==> src/rtl/wb_stream_reader_ctrl_if.sv <==
// Wishbone B3 master bundle for the stream reader.
// master: drives adr/dat/sel/we/cyc/stb/cti/bte; slave: drives dat_i/ack/err/rty.
interface wb_stream_reader_ctrl_if #(
    parameter int WB_AW = 32,
    parameter int WB_DW = 32
);
    logic [WB_AW-1:0]   wbm_adr_o;
    logic [WB_DW-1:0]   wbm_dat_o;
    logic [WB_DW/8-1:0] wbm_sel_o;
    logic               wbm_we_o;
    logic               wbm_cyc_o;
    logic               wbm_stb_o;
    logic [2:0]         wbm_cti_o;
    logic [1:0]         wbm_bte_o;
    logic [WB_DW-1:0]   wbm_dat_i;
    logic               wbm_ack_i;
    logic               wbm_err_i;
    logic               wbm_rty_i;

    modport master (
        output wbm_adr_o, wbm_dat_o, wbm_sel_o, wbm_we_o,
        output wbm_cyc_o, wbm_stb_o, wbm_cti_o, wbm_bte_o,
        input  wbm_dat_i, wbm_ack_i, wbm_err_i, wbm_rty_i
    );

    modport slave (
        input  wbm_adr_o, wbm_dat_o, wbm_sel_o, wbm_we_o,
        input  wbm_cyc_o, wbm_stb_o, wbm_cti_o, wbm_bte_o,
        output wbm_dat_i, wbm_ack_i, wbm_err_i, wbm_rty_i
    );
endinterface

==> src/rtl/wb_stream_reader_ctrl.sv <==
// Wishbone burst-read master streaming buf_size words from start_adr into a FIFO.
// Ports: wb_clk_i/wb_rst_ni, wbm (bus master), fifo_d/fifo_wr/fifo_cnt, config, busy/done/err.
module wb_stream_reader_ctrl #(
    parameter int WB_AW         = 32,
    parameter int WB_DW         = 32,
    parameter int FIFO_AW       = 4,
    parameter int MAX_BURST_LEN = 16
) (
    input  logic                   wb_clk_i,
    input  logic                   wb_rst_ni,
    wb_stream_reader_ctrl_if.master wbm,
    output logic [WB_DW-1:0]       fifo_d,
    output logic                   fifo_wr,
    input  logic [FIFO_AW:0]       fifo_cnt,
    input  logic                   enable,
    input  logic [WB_AW-1:0]       start_adr,
    input  logic [WB_AW-1:0]       buf_size,
    input  logic [WB_AW-1:0]       burst_size,
    input  logic                   continous,
    output logic                   busy,
    output logic                   done,
    output logic                   err
);
    localparam int BPW   = WB_DW / 8;
    localparam int DEPTH = 2 ** FIFO_AW;

    typedef enum logic [1:0] {
        S_IDLE,
        S_WAIT,
        S_BURST,
        S_GAP
    } state_t;

    state_t           state;
    logic [WB_AW-1:0] idx;
    logic [WB_AW-1:0] beat;
    logic [WB_AW-1:0] len_q;
    logic [WB_AW-1:0] start_q;
    logic [WB_AW-1:0] size_q;
    logic             cont_q;
    logic             armed;
    logic             cyc;
    logic             stb;
    logic [2:0]       cti;

    logic [WB_AW-1:0] eff_burst;
    logic [WB_AW-1:0] rem;
    logic [WB_AW-1:0] len;
    logic [WB_AW-1:0] space;

    always_comb begin
        eff_burst = burst_size;
        if (burst_size == '0)
            eff_burst = WB_AW'(1);
        else if (burst_size > WB_AW'(MAX_BURST_LEN))
            eff_burst = WB_AW'(MAX_BURST_LEN);
        rem   = buf_size - idx;
        len   = (eff_burst < rem) ? eff_burst : rem;
        // An over-reported occupancy means no room rather than a wrapped huge space.
        space = '0;
        if (fifo_cnt < (FIFO_AW+1)'(DEPTH))
            space = WB_AW'(DEPTH) - WB_AW'(fifo_cnt);
    end

    // Address tracks idx directly so the beat after an ack shows the next word.
    assign wbm.wbm_adr_o = start_q + idx * WB_AW'(BPW);
    assign wbm.wbm_dat_o = '0;
    assign wbm.wbm_sel_o = {BPW{cyc}};
    assign wbm.wbm_we_o  = 1'b0;
    assign wbm.wbm_cyc_o = cyc;
    assign wbm.wbm_stb_o = stb;
    assign wbm.wbm_cti_o = cti;
    assign wbm.wbm_bte_o = 2'b00;
    assign busy          = (state != S_IDLE);

    always_ff @(posedge wb_clk_i or negedge wb_rst_ni) begin
        if (!wb_rst_ni) begin
            state   <= S_IDLE;
            idx     <= '0;
            beat    <= '0;
            len_q   <= '0;
            start_q <= '0;
            size_q  <= '0;
            cont_q  <= 1'b0;
            armed   <= 1'b1;
            cyc     <= 1'b0;
            stb     <= 1'b0;
            cti     <= 3'b000;
            fifo_d  <= '0;
            fifo_wr <= 1'b0;
            done    <= 1'b0;
            err     <= 1'b0;
        end else begin
            fifo_wr <= 1'b0;
            done    <= 1'b0;
            if (!enable) begin
                armed <= 1'b1;
                err   <= 1'b0;
            end
            unique case (state)
                S_IDLE: begin
                    if (enable && buf_size != '0 && !err && armed)
                        state <= S_WAIT;
                end
                S_WAIT: begin
                    if (!enable || idx >= buf_size) begin
                        state <= S_IDLE;
                        idx   <= '0;
                    end else if (space >= len) begin
                        state   <= S_BURST;
                        cyc     <= 1'b1;
                        stb     <= 1'b1;
                        cti     <= (len == WB_AW'(1)) ? 3'b111 : 3'b010;
                        beat    <= '0;
                        len_q   <= len;
                        start_q <= start_adr;
                        size_q  <= buf_size;
                        cont_q  <= continous;
                    end
                end
                S_BURST: begin
                    if (wbm.wbm_err_i) begin
                        cyc   <= 1'b0;
                        stb   <= 1'b0;
                        err   <= 1'b1;
                        state <= S_IDLE;
                        idx   <= '0;
                    end else if (wbm.wbm_rty_i) begin
                        cyc   <= 1'b0;
                        stb   <= 1'b0;
                        state <= S_GAP;
                    end else if (wbm.wbm_ack_i) begin
                        fifo_d  <= wbm.wbm_dat_i;
                        fifo_wr <= 1'b1;
                        idx     <= idx + WB_AW'(1);
                        beat    <= beat + WB_AW'(1);
                        if (beat == len_q - WB_AW'(1)) begin
                            cyc   <= 1'b0;
                            stb   <= 1'b0;
                            state <= S_GAP;
                        end else if (beat + WB_AW'(2) == len_q) begin
                            cti <= 3'b111;
                        end
                    end
                end
                S_GAP: begin
                    if (idx == size_q) begin
                        idx <= '0;
                        if (cont_q) begin
                            state <= S_WAIT;
                        end else begin
                            done  <= 1'b1;
                            armed <= 1'b0;
                            state <= S_IDLE;
                        end
                    end else if (enable) begin
                        state <= S_WAIT;
                    end else begin
                        state <= S_IDLE;
                        idx   <= '0;
                    end
                end
                default: state <= S_IDLE;
            endcase
        end
    end
endmodule

==> src/flat_wrapper.sv <==
// flat-port wrapper written by rule: the top's interface ports become plain ports
module wb_stream_reader_ctrl_flat 
#(
    parameter int WB_AW         = 32,
    parameter int WB_DW         = 32,
    parameter int FIFO_AW       = 4,
    parameter int MAX_BURST_LEN = 16
)
  (wb_clk_i, wb_rst_ni, fifo_d, fifo_wr, fifo_cnt, enable, start_adr, buf_size, burst_size, continous, busy, done, err, wbm_wbm_adr_o, wbm_wbm_dat_o, wbm_wbm_sel_o, wbm_wbm_we_o, wbm_wbm_cyc_o, wbm_wbm_stb_o, wbm_wbm_cti_o, wbm_wbm_bte_o, wbm_wbm_dat_i, wbm_wbm_ack_i, wbm_wbm_err_i, wbm_wbm_rty_i);
  wb_stream_reader_ctrl_if #(.WB_AW(WB_AW), .WB_DW(WB_DW)) wbm_i ();
  input  logic wb_clk_i;
  input  logic wb_rst_ni;
  output logic [WB_DW-1:0] fifo_d;
  output logic fifo_wr;
  input  logic [FIFO_AW:0] fifo_cnt;
  input  logic enable;
  input  logic [WB_AW-1:0] start_adr;
  input  logic [WB_AW-1:0] buf_size;
  input  logic [WB_AW-1:0] burst_size;
  input  logic continous;
  output logic busy;
  output logic done;
  output logic err;
  output wire logic [$bits(wbm_i.wbm_adr_o)-1:0] wbm_wbm_adr_o;
  output wire logic [$bits(wbm_i.wbm_dat_o)-1:0] wbm_wbm_dat_o;
  output wire logic [$bits(wbm_i.wbm_sel_o)-1:0] wbm_wbm_sel_o;
  output wire logic [$bits(wbm_i.wbm_we_o)-1:0] wbm_wbm_we_o;
  output wire logic [$bits(wbm_i.wbm_cyc_o)-1:0] wbm_wbm_cyc_o;
  output wire logic [$bits(wbm_i.wbm_stb_o)-1:0] wbm_wbm_stb_o;
  output wire logic [$bits(wbm_i.wbm_cti_o)-1:0] wbm_wbm_cti_o;
  output wire logic [$bits(wbm_i.wbm_bte_o)-1:0] wbm_wbm_bte_o;
  input wire logic [$bits(wbm_i.wbm_dat_i)-1:0] wbm_wbm_dat_i;
  input wire logic [$bits(wbm_i.wbm_ack_i)-1:0] wbm_wbm_ack_i;
  input wire logic [$bits(wbm_i.wbm_err_i)-1:0] wbm_wbm_err_i;
  input wire logic [$bits(wbm_i.wbm_rty_i)-1:0] wbm_wbm_rty_i;
  assign wbm_wbm_adr_o = wbm_i.wbm_adr_o;
  assign wbm_wbm_dat_o = wbm_i.wbm_dat_o;
  assign wbm_wbm_sel_o = wbm_i.wbm_sel_o;
  assign wbm_wbm_we_o = wbm_i.wbm_we_o;
  assign wbm_wbm_cyc_o = wbm_i.wbm_cyc_o;
  assign wbm_wbm_stb_o = wbm_i.wbm_stb_o;
  assign wbm_wbm_cti_o = wbm_i.wbm_cti_o;
  assign wbm_wbm_bte_o = wbm_i.wbm_bte_o;
  assign wbm_i.wbm_dat_i = wbm_wbm_dat_i;
  assign wbm_i.wbm_ack_i = wbm_wbm_ack_i;
  assign wbm_i.wbm_err_i = wbm_wbm_err_i;
  assign wbm_i.wbm_rty_i = wbm_wbm_rty_i;
  wb_stream_reader_ctrl #(.WB_AW(WB_AW), .WB_DW(WB_DW), .FIFO_AW(FIFO_AW), .MAX_BURST_LEN(MAX_BURST_LEN)) u_core (.wb_clk_i(wb_clk_i), .wb_rst_ni(wb_rst_ni), .wbm(wbm_i), .fifo_d(fifo_d), .fifo_wr(fifo_wr), .fifo_cnt(fifo_cnt), .enable(enable), .start_adr(start_adr), .buf_size(buf_size), .burst_size(burst_size), .continous(continous), .busy(busy), .done(done), .err(err));
endmodule
==> config.mk <==
export PLATFORM = sky130hd
export DESIGN_NAME = wb_stream_reader_ctrl_flat
export DESIGN_NICKNAME = d
export VERILOG_FILES = /design/src/rtl/wb_stream_reader_ctrl_if.sv /design/src/rtl/wb_stream_reader_ctrl.sv /design/src/flat_wrapper.sv
export SDC_FILE = /design/constraint.sdc
export NUM_CORES = 1
export LEC_CHECK = 0
export ABC_AREA = 1
export CORE_MARGIN = 2
export CORE_UTILIZATION = 30
export CTS_CLUSTER_SIZE = 16
export DETAILED_ROUTE_END_ITERATION = 8
export GPL_ROUTABILITY_DRIVEN = 0
export HOLD_SLACK_MARGIN = 0.15
export SYNTH_ARGS = -nofsm -noshare
export SYNTH_HDL_FRONTEND = slang
export SYNTH_SLANG_ARGS = --single-unit
==> constraint.sdc <==
create_clock -name wb_clk_i -period 9.78 [get_ports wb_clk_i]
set_input_delay 0.978 -clock wb_clk_i [delete_from_list [all_inputs] [get_ports wb_clk_i]]
set_output_delay 0.978 -clock wb_clk_i [all_outputs]
set_load 0.005 [all_outputs]
==> results of run 1 <==
-- sequential cells by signal, summed over array words and instances (netlist names) --
register / count
u_core.done: 1
u_core.beat: 32
u_core.state: 2
u_core.cont_q: 1
u_core.wbm.wbm_cyc_o: 1
u_core.fifo_wr: 1
u_core.idx: 32
u_core.wbm.wbm_cti_o: 2
u_core.size_q: 32
u_core.armed: 1
u_core.len_q: 32
u_core.fifo_d: 32
u_core.err: 1
u_core.start_q: 32
-- per-layer routing --
layer  vias to the layer above  global-route usage (%)
li1                       8647                       -
met3                        85                    2.40
met2                       419                    29.6
met1                      7816                    25.4
met4                         0                    5.14
met5                         -                       0
-- final cells by class --
cell class	instances	area, sq um
well taps	765	957
repair buffers	222	2210
clock buffers	37	783
clock inverters	10	146
multi-input cells	2025	11100
fillers	6325	36400
inverters	325	1220
flip-flops and latches	202	5060
-- worst max-delay path: cells and delay by family --
kind | cells | cell delay (ns)
AND/OR/NAND/NOR | 25 | 3.38
buffers and inverters | 8 | 1.93
adder cells (fa/ha/maj) | 4 | 1.08
AO/OA/AOI/OAI | 6 | 0.69
-- cell usage after synthesis (all sizes together) (3+ instances only) --
master	number	share of area [%]
nand2	760	16
inv	325	6.9
nor2	239	5.5
dfrtp	201	29
o21ai	153	4.4
ha	135	9.6
xor2	119	5.9
a21oi	113	3.2
nand3	83	2.5
nand4	73	2.6
buf	68	2.6
xnor2	63	3.1
nor3	62	2.0
clkbuf	28	0.60
nor4	25	0.92
or2	23	0.82
o31ai	13	0.55
a211oi	11	0.47
a31oi	8	0.28
o21bai	7	0.30
nor3b	6	0.38
o21a	6	0.26
o221ai	5	0.25
o211ai	4	0.17
o41ai	4	0.20
nand3b	3	0.13
o22ai	3	0.11
-- power groups by stage --
| stage | combinational [mW] | clock [mW] | sequential [mW] |
|---|---|---|---|
| floorplan | 1.30 | 0 | 1.27 |
| detailed placement | 1.94 | 0 | 1.35 |
| CTS | 1.94 | 1.08 | 1.34 |
| finish | 1.93 | 1.05 | 1.34 |
| global placement | 1.92 | 0 | 1.35 |
| global route | 2.18 | 1.11 | 1.38 |
-- placed cells by master (no fill, tap or decap), types with 4 or more instances in the layout --
cell	synthesis	routed
nand2_1	748	748
inv_1	311	310
nor2_1	226	225
clkdlybuf4s50_1	0	215
dfrtp_1	201	201
o21ai_0	139	139
ha_1	135	135
xor2_1	119	119
a21oi_1	112	112
conb_1	1	89
nand3_1	80	80
nand4_1	73	73
xnor2_1	63	63
nor3_1	55	55
clkbuf_16	0	27
nor4_1	24	24
or2_2	19	19
inv_2	14	14
o31ai_1	13	13
o21ai_1	12	12
a211oi_1	11	11
nand2_2	10	10
a31oi_1	8	8
nor2_2	7	7
o21bai_1	7	7
clkbuf_8	0	7
o21a_1	6	6
nor3_2	6	6
buf_4	44	6
o221ai_1	5	5
nor2_4	4	5
o211ai_1	4	4
o41ai_1	4	4
clkinv_2	0	4
-- worst max path at each step --
stage,from,to,slack (ns),cells after the start
6_report,buf_size[0],u_core.start_q[21]$_DFFE_PN0P_,2.21,43
5_1_grt,buf_size[0],u_core.start_q[14]$_DFFE_PN0P_,1.37,43
4_1_cts,buf_size[0],u_core.start_q[21]$_DFFE_PN0P_,2.19,43
3_5_place_dp,buf_size[0],u_core.start_q[21]$_DFFE_PN0P_,1.60,43
3_3_place_gp,buf_size[0],u_core.start_q[26]$_DFFE_PN0P_,1.72,43
2_1_floorplan,buf_size[0],u_core.beat[27]$_DFFE_PN0P_,4.05,45
-- stage by stage --
step / utilization (%) / setup slack (ns) / instances / power [mW] / cell area (sq um)
detailed placement: 35.5 / 1.60 / 3539 / 3.29 / 20600
floorplan: - / 4.05 / 2648 / 2.57 / 18000
finish: 37.1 / 2.21 / 3586 / 4.33 / 21500
CTS: 37.1 / 2.19 / 3586 / 4.36 / 21500
global placement: 35.5 / 1.72 / 3539 / 3.27 / 20600
global route: 37.1 / 1.37 / 3586 / 4.66 / 21500
-- kinds of logic after synthesis --
family	count (synthesis)	share of synthesized area (%)
AOI/OAI and AO/OA	338	10.8
and+or+nand+nor	1279	31.6
xor gates and xnor gates	182	9.04
other	1	0.0213
buffers and inverters	421	10.1
DFF	202	28.7
adders and majority gates	137	9.81
==> results_dict.tcl, run 1 <==
set metrics [dict create \
    period_minus_slack_ns 7.57 \
    drt-total-wl_mm 56.1 \
    cts.sinks 202 \
    area_growth_pct 22.0 \
    ant_nets 0 \
    regToRegEndpoint "u_core.start_q[21]$_DFFE_PN0P_" \
    cts_root_buffer "clkbuf_16" \
    cts.repair.resized 0 \
    fin_tns_setup_ns 0 \
    fin_nets 3080 \
    relSlewSlack_pct 30.7 \
    dieHeight_microns 246 \
    arrival_ns 8.09 \
    drt_pass1_iterations 5 \
    synthArstFlopShare_pct 100 \
    rows 88 \
    vias 16967 \
    critPathMaxFanout 110 \
    ioPinCount 252 \
    tritoncts "built" \
    yosysWarnings 0 \
    rsz0062_at_grt "no" \
    antenna_found_initial 0 \
    post_cts_buffers 0 \
    hpwl_mm 45.2 \
    finalClockSkew_ns 0.0403 \
    insertion_delay_ns 0.60 \
    syn_area_sq_um 17600 \
    n_antenna_cell 0 \
    grt_usage_pct 18.3 \
    route.met3.wl_mm 2.85 \
    drive_gt1_share_pct 4.75 \
    worst_pin_slew_ns 1.04 \
    period_share_pct 77.4 \
    min_path_type "input port to async pin" \
    synthFlopType "dfrtp_1" \
    grt_pass1_wl_mm 88.5 \
    seq_power_share_pct 31.0 \
    routed.top_layer "met4" \
    p_int_mw 2.58 \
    cts_buffer_depth 3 \
    cts.clk_slew.worst_paths_ns 0.06 \
    core_sq_um 57900 \
    critPathSlowestCell "inv_4" \
    crit_type "input port to flop" \
    syn_area_per_cell_sq_um 6.89 \
    grt_start_max_net_pins 111 \
    dieArea_sq_um 60700 \
    grt-ovfl-total 0 \
    rr_startpoint "u_core.idx[3]$_DFFE_PN0P_" \
    wl_per_cell_microns 15.6 \
    grt_pass1_vias 16209 \
    power.switching_mw 1.75 \
    cp_common_cell "nand2_1" \
    ys_seq_area_share_pct 28.7 \
    final_hold_viol_count 0 \
    power_per_cell_area_nw_per_um2 201 \
    wl_met1_mm 26.4 \
    crit_path_start_kind "input port" \
    synth_edf_count 0 \
    cpPeakStageDelay_ns 0.69 \
    max_freq_ghz 0.132 \
    start_util_pct 30.4 \
    cp.required_ns 10.31 \
    whs_ns 0.434 \
    cap_viol_max_count 0 \
    cp-end-kind "flop" \
    r2r_cells 38 \
    io_buffers 216 \
    p_leak_nw 10.1 \
    numCtsBuffers 27 \
    reg2reg_slack_ns 2.57 \
    htree_levels 1 \
    slew_violations 0 \
    clockPowerShare_pct 24.3 \
    ir_worst_vdd_v 0.000140 \
    status "completed" \
    die_w_microns 246 \
    routed_via_density 4.73 \
    hold_buffers 0 \
    switching_share_pct 40.5 \
    synth_cells 2560 \
    synth_seq_cells 202 \
    synth_cell_types 67 \
    drtIter0Drc 1214 \
    drc 0 \
    combinationalPowerShare_pct 44.7 \
    wl_met2_mm 25.3 \
    final-setup-viol-count 0 \
]
Note: power is estimated with default switching activity, not from simulation.
==> run 2: changes to the inputs <==
clock period = 6.9 ns   (was 9.78 ns; I/O delays follow)
==> run 2 against run 1 <==
Sequential power grew 42%. Register-to-register slack lost 1.9 ns. Global-route usage fell by 0.13 points. Core utilization grew 0.28 points. Clock skew is 0.0018 ns higher. Power up 43%.
==> results_dict.tcl, run 2 (synthesis results as in run 1) <==
set metrics [dict create \
    status "completed" \
    relSlewSlack_pct 32.7 \
    cpPeakStageDelay_ns 0.51 \
    arrival_ns 6.73 \
    nFillCells 6272 \
    cp_common_cell "nand2_1" \
    clockPowerShare_pct 24.6 \
    final-setup-viol-count 0 \
    hpwl_mm 45.5 \
    rsz0062_at_grt "no" \
    rr_startpoint "u_core.idx[6]$_DFFE_PN0P_" \
    final_hold_viol_count 0 \
    critPathMaxFanout 23 \
    dieArea_sq_um 60700 \
    fin_nets 3095 \
    regToRegEndpoint "u_core.beat[31]$_DFFE_PN0P_" \
    final_common_cell "nand2_1" \
    drc 0 \
    startpoint "buf_size[6]" \
    place_inst 3552 \
    cts.clk_slew.worst_paths_ns 0.06 \
    numCtsBuffers 27 \
    final_cell_area_sq_um 21700 \
    place_area_sq_um 20700 \
    endpoint "u_core.beat[31]$_DFFE_PN0P_" \
    period_share_pct 91.1 \
    final_cell_mix "nand2_1 (748), inv_1 (310), nor2_1 (225)" \
    max_freq_ghz 0.159 \
    grt_pass1_vias 16211 \
    cts_buffer_depth 3 \
    io_buffers 216 \
    power_per_cell_area_nw_per_um2 285 \
    area_growth_pct 22.9 \
    start_util_pct 30.4 \
    reg2reg_slack_ns 0.65 \
    antenna_found_initial 2 \
    cap_viol_max_count 0 \
    core_sq_um 57900 \
    tritoncts "built" \
    routed_via_density 4.69 \
    cp.required_ns 7.35 \
    grt_usage_pct 18.2 \
    grt_pass1_wl_mm 88.2 \
    die_w_microns 246 \
    grt_start_max_net_pins 100 \
    whs_ns 0.467 \
    finalClockSkew_ns 0.0421 \
    cts.sinks 202 \
    ioPinCount 252 \
    post-route-worst-setup-slack_ns 0.611 \
    worst_pin_slew_ns 1.01 \
    multiInputGateArea_sq_um 11100 \
    wl_per_cell_microns 15.5 \
    drtIter0Drc 1128 \
    p_int_mw 3.69 \
    crit_type "input port to flop" \
    insertion_delay_ns 0.60 \
    drive_gt1_share_pct 5.35 \
    crit_path_start_kind "input port" \
    critPathSlowestCell "clkdlybuf4s50_1" \
    ff_latch_area_sq_um 5060 \
    power.switching_mw 2.49 \
    r2r_cells 39 \
    fin_tns_setup_ns 0 \
    switching_share_pct 40.3 \
    period_minus_slack_ns 6.29 \
    combinationalPowerShare_pct 44.6 \
    p_leak_nw 10.2 \
    vias 16908 \
    seq_power_share_pct 30.8 \
    rows 88 \
    final_cells 3606 \
    htree_levels 1 \
    slew_violations 0 \
    hold_depth 1 \
    drt-total-wl_mm 55.9 \
    min_path_type "flop to flop" \
    dp_slack_ns -0.114 \
    grt-ovfl-total 0 \
    cp-end-kind "flop" \
    ant_nets 0 \
    drt_pass1_iterations 5 \
    dieHeight_microns 246 \
    cts_root_buffer "clkbuf_16" \
    ir_worst_vdd_v 0.000214 \
]
## run 2: changes by cell type in the layout (fill, tap and decap cells not counted), sizes merged
cell | before | now
bufinv | 3 | 4
inv | 326 | 328
diode | 0 | 2
clkbuf | 37 | 34
dlygate4sd3 | 0 | 1
clkinvlp | 1 | 2
buf | 7 | 21
clkinv | 5 | 7
## run 2: power groups by stage
stage | clock network [mW] | registers, mW | logic, mW
after floorplan | 0 | 1.80 | 1.84
after global placement | 0 | 1.91 | 2.73
after detailed placement | 0 | 1.91 | 2.75
after CTS | 1.55 | 1.90 | 2.76
after global routing | 1.60 | 1.95 | 3.12
final | 1.52 | 1.90 | 2.76
## run 2: layer usage
layer / global-route usage [%] / vias up / share of wire [%]
li1: - / 8700 / -
met1: 25.3 / 7642 / 47
met2: 29.3 / 487 / 45
met3: 2.37 / 79 / 5.9
met4: 5.03 / 0 / 2.6
met5: 0 / - / 0
## run 2: how the worst min path moves through the flow
stage | end | startpoint | slack [ns]
after global routing | u_core.wbm.wbm_cti_o[1]$_DFFE_PN0P_ | u_core.wbm.wbm_cti_o[1]$_DFFE_PN0P_ | 0.48
after global placement | u_core.wbm.wbm_cti_o[1]$_DFFE_PN0P_ | u_core.wbm.wbm_cti_o[1]$_DFFE_PN0P_ | 0.45
final | u_core.wbm.wbm_cti_o[1]$_DFFE_PN0P_ | u_core.wbm.wbm_cti_o[1]$_DFFE_PN0P_ | 0.47
after CTS | u_core.start_q[0]$_DFFE_PN0P_ | u_core.start_q[0]$_DFFE_PN0P_ | 0.47
after detailed placement | u_core.wbm.wbm_cti_o[1]$_DFFE_PN0P_ | u_core.wbm.wbm_cti_o[1]$_DFFE_PN0P_ | 0.46
after floorplan | u_core.beat[0]$_DFFE_PN0P_ | wb_rst_ni | 0.39
## run 2: worst max-delay path, delay by kind of cell
kind | cells | cell delay (ns)
simple gates | 24 | 2.97
fa+ha+maj | 3 | 0.89
buf+inv | 4 | 1.12
compound gates | 8 | 1.06
## run 2: area by class of cell
cell class	instances	share of cell area, %
Antenna cell	2	0.0231
Clock buffer	34	3.42
Clock inverter	16	0.976
Inverter	325	5.64
Multi-Input combinational cell	2025	51.4
Sequential cell	202	23.3
Tap cell	765	4.42
Timing Repair Buffer	237	10.8
## run 2: metrics by stage
step / utilization [%] / total power [mW]
CTS: 37.4 / 6.21
finish: 37.4 / 6.18
global route: 37.4 / 6.67
floorplan: - / 3.65
detailed placement: 35.7 / 4.66
global placement: 35.7 / 4.64
## run 2: repair_timing
action | CTS | global route
endpoints found under the hold margin | 41 | 0
gates resized for setup | 0 | 1
hold buffers | 1 | 0
setup buffers | 0 | 1
setup endpoints to repair | 0 | 10
